<file path="src/rtl/uart_tx_framed_if.sv">
// uart_tx_framed_if: accept handshake between the packetiser (master) and the UART transmitter (slave).
interface uart_tx_framed_if #(
   parameter int DATA_BITS = 8
) ();
   logic                 has_data;
   logic [DATA_BITS-1:0] data_to_send;
   logic                 ready;
   modport master (output has_data, output data_to_send, input ready);
   modport slave (input has_data, input data_to_send, output ready);
endinterface

</file>
<file path="src/rtl/uart_tx_framed.sv">
// uart_tx_framed: UART transmitter with 5-9 data bits, none/odd/even parity and 1-2 stop bits,
// a ready/valid accept handshake and a one-cycle completion pulse; all outputs registered.
module uart_tx_framed #(
   parameter int CLOCKS_PER_BIT = 434,
   parameter int DATA_BITS      = 8,
   parameter int PARITY_MODE    = 0,
   parameter int STOP_BITS      = 1
) (
   input  logic            clock,
   input  logic            reset_n,
   uart_tx_framed_if.slave bus,
   output logic            sending_bit,
   output logic            is_transmitting,
   output logic            transmission_done
);
   localparam int CW = $clog2(CLOCKS_PER_BIT) < 1 ? 1 : $clog2(CLOCKS_PER_BIT);
   localparam int IW = $clog2(DATA_BITS);
   typedef enum logic [2:0] {S_IDLE, S_START, S_DATA, S_PARITY, S_STOP} state_t;
   if (CLOCKS_PER_BIT < 2 || CLOCKS_PER_BIT > 65535) begin : g_bad_cpb
      $error("CLOCKS_PER_BIT must be 2..65535");
   end
   if (DATA_BITS < 5 || DATA_BITS > 9) begin : g_bad_data
      $error("DATA_BITS must be 5..9");
   end
   if (PARITY_MODE < 0 || PARITY_MODE > 2) begin : g_bad_parity
      $error("PARITY_MODE must be 0, 1 or 2");
   end
   if (STOP_BITS < 1 || STOP_BITS > 2) begin : g_bad_stop
      $error("STOP_BITS must be 1 or 2");
   end
   state_t               r_state, w_state_n;
   logic [CW-1:0]        r_cnt, w_cnt_n;
   logic [IW-1:0]        r_idx, w_idx_n;
   logic                 r_stop, w_stop_n;
   logic [DATA_BITS-1:0] r_buf, w_buf_n;
   logic                 r_par, w_par_n;
   logic                 r_ready, r_line, r_busy, r_done;
   logic                 w_line_n, w_done_n;
   logic                 w_accept, w_bit_end, w_last_data, w_last_stop;
   assign w_accept    = bus.has_data && r_ready;
   assign w_bit_end   = r_cnt == CW'(CLOCKS_PER_BIT - 1);
   assign w_last_data = r_idx == IW'(DATA_BITS - 1);
   assign w_last_stop = r_stop == 1'(STOP_BITS - 1);
   always_ff @(posedge clock or negedge reset_n) begin
      if (!reset_n) begin
         r_state <= S_IDLE;
         r_cnt   <= '0;
         r_idx   <= '0;
         r_stop  <= 1'b0;
         r_buf   <= '0;
         r_par   <= 1'b0;
         r_ready <= 1'b1;
         r_line  <= 1'b1;
         r_busy  <= 1'b0;
         r_done  <= 1'b0;
      end else begin
         r_state <= w_state_n;
         r_cnt   <= w_cnt_n;
         r_idx   <= w_idx_n;
         r_stop  <= w_stop_n;
         r_buf   <= w_buf_n;
         r_par   <= w_par_n;
         r_ready <= w_state_n == S_IDLE;
         r_line  <= w_line_n;
         r_busy  <= w_state_n != S_IDLE;
         r_done  <= w_done_n;
      end
   end
   always_comb begin
      w_state_n = r_state;
      case (r_state)
         S_IDLE:   if (w_accept) w_state_n = S_START;
         S_START:  if (w_bit_end) w_state_n = S_DATA;
         S_DATA:   if (w_bit_end && w_last_data) w_state_n = PARITY_MODE != 0 ? S_PARITY : S_STOP;
         S_PARITY: if (w_bit_end) w_state_n = S_STOP;
         S_STOP:   if (w_bit_end && w_last_stop) w_state_n = S_IDLE;
         default:  w_state_n = S_IDLE;
      endcase
   end
   // Outputs are derived from the next state so the line changes on the very edge that enters a bit.
   always_comb begin
      w_cnt_n  = (r_state == S_IDLE || w_bit_end) ? '0 : r_cnt + 1'b1;
      w_idx_n  = r_state != S_DATA ? '0 : w_bit_end ? r_idx + 1'b1 : r_idx;
      w_stop_n = r_state != S_STOP ? 1'b0 : w_bit_end ? ~r_stop : r_stop;
      w_buf_n  = w_accept ? bus.data_to_send : r_buf;
      w_par_n  = w_accept ? (PARITY_MODE == 1 ? ~^bus.data_to_send : ^bus.data_to_send) : r_par;
      w_line_n = w_state_n == S_START ? 1'b0 : w_state_n == S_DATA ? w_buf_n[w_idx_n] :
                 w_state_n == S_PARITY ? w_par_n : 1'b1;
      w_done_n = r_state == S_STOP && w_state_n == S_IDLE;
   end
   assign bus.ready         = r_ready;
   assign sending_bit       = r_line;
   assign is_transmitting   = r_busy;
   assign transmission_done = r_done;
endmodule

</file>
<file path="src/flat_wrapper.sv">
// flat-port wrapper written by rule: the top's interface ports become plain ports
module uart_tx_framed_flat 
#(
   parameter int CLOCKS_PER_BIT = 434,
   parameter int DATA_BITS      = 8,
   parameter int PARITY_MODE    = 0,
   parameter int STOP_BITS      = 1
)
  (clock, reset_n, sending_bit, is_transmitting, transmission_done, bus_has_data, bus_data_to_send, bus_ready);
  uart_tx_framed_if #(.DATA_BITS(DATA_BITS)) bus_i ();
  input  logic clock;
  input  logic reset_n;
  output logic sending_bit;
  output logic is_transmitting;
  output logic transmission_done;
  input wire logic [$bits(bus_i.has_data)-1:0] bus_has_data;
  input wire logic [$bits(bus_i.data_to_send)-1:0] bus_data_to_send;
  output wire logic [$bits(bus_i.ready)-1:0] bus_ready;
  assign bus_i.has_data = bus_has_data;
  assign bus_i.data_to_send = bus_data_to_send;
  assign bus_ready = bus_i.ready;
  uart_tx_framed #(.CLOCKS_PER_BIT(CLOCKS_PER_BIT), .DATA_BITS(DATA_BITS), .PARITY_MODE(PARITY_MODE), .STOP_BITS(STOP_BITS)) u_core (.clock(clock), .reset_n(reset_n), .bus(bus_i), .sending_bit(sending_bit), .is_transmitting(is_transmitting), .transmission_done(transmission_done));
endmodule
</file>
<file path="config.mk">
export PLATFORM = sky130hd
export DESIGN_NAME = uart_tx_framed_flat
export DESIGN_NICKNAME = d
export VERILOG_FILES = /design/src/rtl/uart_tx_framed_if.sv /design/src/rtl/uart_tx_framed.sv /design/src/flat_wrapper.sv
export SDC_FILE = /design/constraint.sdc
export NUM_CORES = 1
export LEC_CHECK = 0
export BUFFER_PORTS_ARGS = -buffer_cell sky130_fd_sc_hd__buf_2
export CORE_MARGIN = 5
export CORE_UTILIZATION = 47
export DETAILED_ROUTE_END_ITERATION = 8
export HOLD_SLACK_MARGIN = 0.08
export PLACE_DENSITY = 0.75
export SETUP_SLACK_MARGIN = 0.1
export SYNTH_ARGS = -nofsm -noshare
export SYNTH_HDL_FRONTEND = slang
export SYNTH_SLANG_ARGS = --single-unit
</file>
<file path="constraint.sdc">
create_clock -name clock -period 4.4 [get_ports clock]
set_input_delay 0.88 -clock clock [delete_from_list [all_inputs] [get_ports clock]]
set_output_delay 0.88 -clock clock [all_outputs]
set_load 0.02 [all_outputs]
</file>
==> run_results.csv <==
group,metric,value,unit
setup_path,worstPathArrival,2.58,ns
detailed_routing,route.detailed.drc,0,
floorplanning,fp.dieH,67.7,microns
power,ir_drop,0.135,mV
timing,worst_pin_slew,1.03,ns
setup_path,crit_slowest_cell,"dfrtp_1",
detailed_routing,routed_wl,2930,microns
setup_path,start_kind,"register",
min_path,hp-class,"reg2reg",
global_route,antenna_found_initial,0,
global_route,grt_overflow,0,
floorplanning,initial_utilization,0.476,
setup_path,crit_fanout,11,
detailed_routing,detail-route-antenna-nets,0,
synthesis,syn-cell-area,1560,sq um
finish,layout_commonest_cell,"dfrtp_1",
floorplanning,dieWidth,67.7,microns
finish,antenna_cells,0,
flow_run,cap_violations,0,
timing,max_slew_margin,0.305,
global_route,globalRouteTotalUtil,0.150,
power,power_density,435,nW/um^2
global_route,grt_pass1_wl,4990,microns
synthesis,ys_seq_area_frac,0.466,
synthesis,synth-seq-cells,29,
finish,layout_common_cells,"dfrtp_1, nor2_1, buf_2, xnor2_1, mux2_2",
timing,worst_slack,2.08,ns
timing,setup_tns,0,ns
place,hpwl,2150,microns
clock_tree,cts_buffers,5,
place,dpl.cell_count,195,
place,place_congestion,0.842,
timing,min_period,2.32,ns
global_route,grt_max_degree,30,
clock_tree,clkSinkCount,29,
synthesis,synthFlopType,"dfrtp_1",
setup_path,setup.worst_path.end_class,"register",
detailed_routing,firstDrtPassIters,4,
timing,fmax,431,MHz
setup_path,cpPeakStageDelay,0.51,ns
setup_path,worst-setup-path-type,"reg2reg",
synthesis,ys_warn_count,0,
timing,period_share,0.527,
min_path,hp-start,"u_core.r_cnt[0]",
clock_tree,clk_path_buf_depth,2,
clock_tree,cts_resized,0,
synthesis,async_flop_share,1.00,
run_status,status,"finished, final reports clean",
finish,nNetsFinal,171,
setup_path,reg2reg_to,"u_core.sending_bit",
synthesis,syn_area_per_cell,11.3,sq um
clock_tree,h-tree-depth,2,
finish,stdcell_count,203,
synthesis,synth.net_count,154,
floorplanning,fp.coreArea,3280,sq um
finish,drive_above_1_share,0.268,
floorplanning,io_pins,15,
place,place_area,1660,sq um
clock_tree,insertion_delay,0.34,ns
timing,finalHoldViolCount,0,
timing,drv_slew,0,
synthesis,synth.distinct_cells,38,
min_path,min_path_cells,1,
min_path,hold_end,"u_core.r_cnt[0]",
clock_tree,postCtsSetupRepairBufs,0,
timing,setup_violations,0,
clock_tree,cts_hold_buf,0,
timing,fin_skew,0.00868,ns
finish,design_area,1710,sq um
timing,rsz0062_at_grt,"false",
place,port_buffers,14,
synthesis,synthCells,139,
place,dp_slack,1.81,ns
floorplanning,die_area,4580,sq um
setup_path,required,4.66,ns
floorplanning,placementRows,21,
setup_path,r2r_cells,6,
clock_tree,clk_pin_slew_worst_paths,0.09,ns
detailed_routing,via_count,1099,
clock_tree,cts_tree,"built",
synthesis,synth_edf_count,0,
global_route,grt_pass1_vias,1077,
detailed_routing,avgViaCountPerCell,5.41,
finish,area_growth,9.36,%
setup_path,r2r_setup_slack,2.08,ns
detailed_routing,avgRoutedWirePerCell,14.4,microns
clock_tree,root_buffer,"clkbuf_4",
setup_path,path_cells,"nor3b_1, nand2_1, o21ai_4, mux2_2, nand3b_1, or4b_1",
power,leakage,0.769,nW
detailed_routing,dr.first_iter.drc_count,56,
setup_path,regToRegStartpoint,"u_core.r_state[2]",
## logic make-up after synthesis
kind of cell | after synthesis | synth area share
and+or+nand+nor | 52 | 0.209
xor gates and xnor gates | 15 | 0.0840
DFF | 29 | 0.466
adders and majority gates | 4 | 0.0320
buffers and inverters | 7 | 0.0280
muxes | 15 | 0.104
AOI/OAI and AO/OA | 17 | 0.0776
## metal layers
| metal | GRT usage | wire length [microns] | vias up |
|---|---|---|---|
| li1 | - | - | 530 |
| met1 | 0.180 | 1270 | 535 |
| met2 | 0.239 | 1440 | 28 |
| met3 | 0.0549 | 148 | 6 |
| met4 | 0.0684 | 61 | 0 |
| met5 | 0 | 0 | - |
## synthesized netlist by cell type, types with 2 or more instances
library cell  number  share of area
nand2_1            8          0.019
mux2_2            10          0.072
dfstp_2            2          0.034
nand3b_1           3          0.014
a21oi_1            5          0.016
nand3_1            4          0.013
xnor2_1           11          0.062
buf_6              2          0.014
mux2i_1            5          0.032
buf_2              2         0.0064
dfrtp_1           27           0.43
or3_1              3          0.012
xor2_1             4          0.022
ha_1               4          0.032
o32ai_1            3          0.017
nor3_1             2         0.0064
nor2_1            19          0.046
o21ai_0            3         0.0096
inv_1              3         0.0072
## power by group
group | internal (W) | switching, W | total, W
Sequential | 0.000343 | 0.0000465 | 0.000389
Clock | 0.0000606 | 0.0000911 | 0.000152
Combinational | 0.000105 | 0.0000985 | 0.000203
## worst max-delay path by stage
stage,startpoint,to,slack (ns),depth (start not counted)
final,u_core.r_state[2],u_core.sending_bit,2.08,6
after detailed placement,bus_has_data,u_core.sending_bit,1.81,6
after global placement,bus_has_data,u_core.sending_bit,1.86,6
after CTS,u_core.r_state[2],u_core.sending_bit,2.10,6
after global routing,u_core.r_state[2],u_core.sending_bit,1.92,6
after floorplan,bus_has_data,u_core.sending_bit,2.14,6
## flip-flops by register name, summed over array words and instances, names as in the netlist
register,cells
u_core.r_stop,1
u_core.is_transmitting,1
u_core.bus.ready,1
u_core.r_idx,3
u_core.r_buf,8
u_core.r_par,1
u_core.sending_bit,1
u_core.r_cnt,9
u_core.transmission_done,1
u_core.r_state,3
## critical path: cells and delay by family (launching register included)
kind	cells	cell delay (ns)
AO/OA/AOI/OAI	1	0.23
multiplexers	1	0.36
flip-flops	1	0.51
AND/OR/NAND/NOR	4	1.14
## layout make-up
class / count / area (sq um)
Tap cell: 46 / 57.6
Clock buffer: 6 / 41.3
Timing Repair Buffer: 14 / 70.1
Sequential cell: 29 / 728
Clock inverter: 2 / 10.0
Inverter: 3 / 11.3
Multi-Input combinational cell: 103 / 792
Fill cell: 303 / 1570
## metrics by stage
step	hold WS, ns	utilization	power (W)
finish	0.487	0.521	0.000744
global route	0.515	0.521	0.000801
CTS	0.494	0.521	0.000753
detailed placement	0.481	0.505	0.000601
global placement	0.466	0.505	0.000585
floorplan	0.453	-	0.000549
Power figures use the tool's default switching activity.
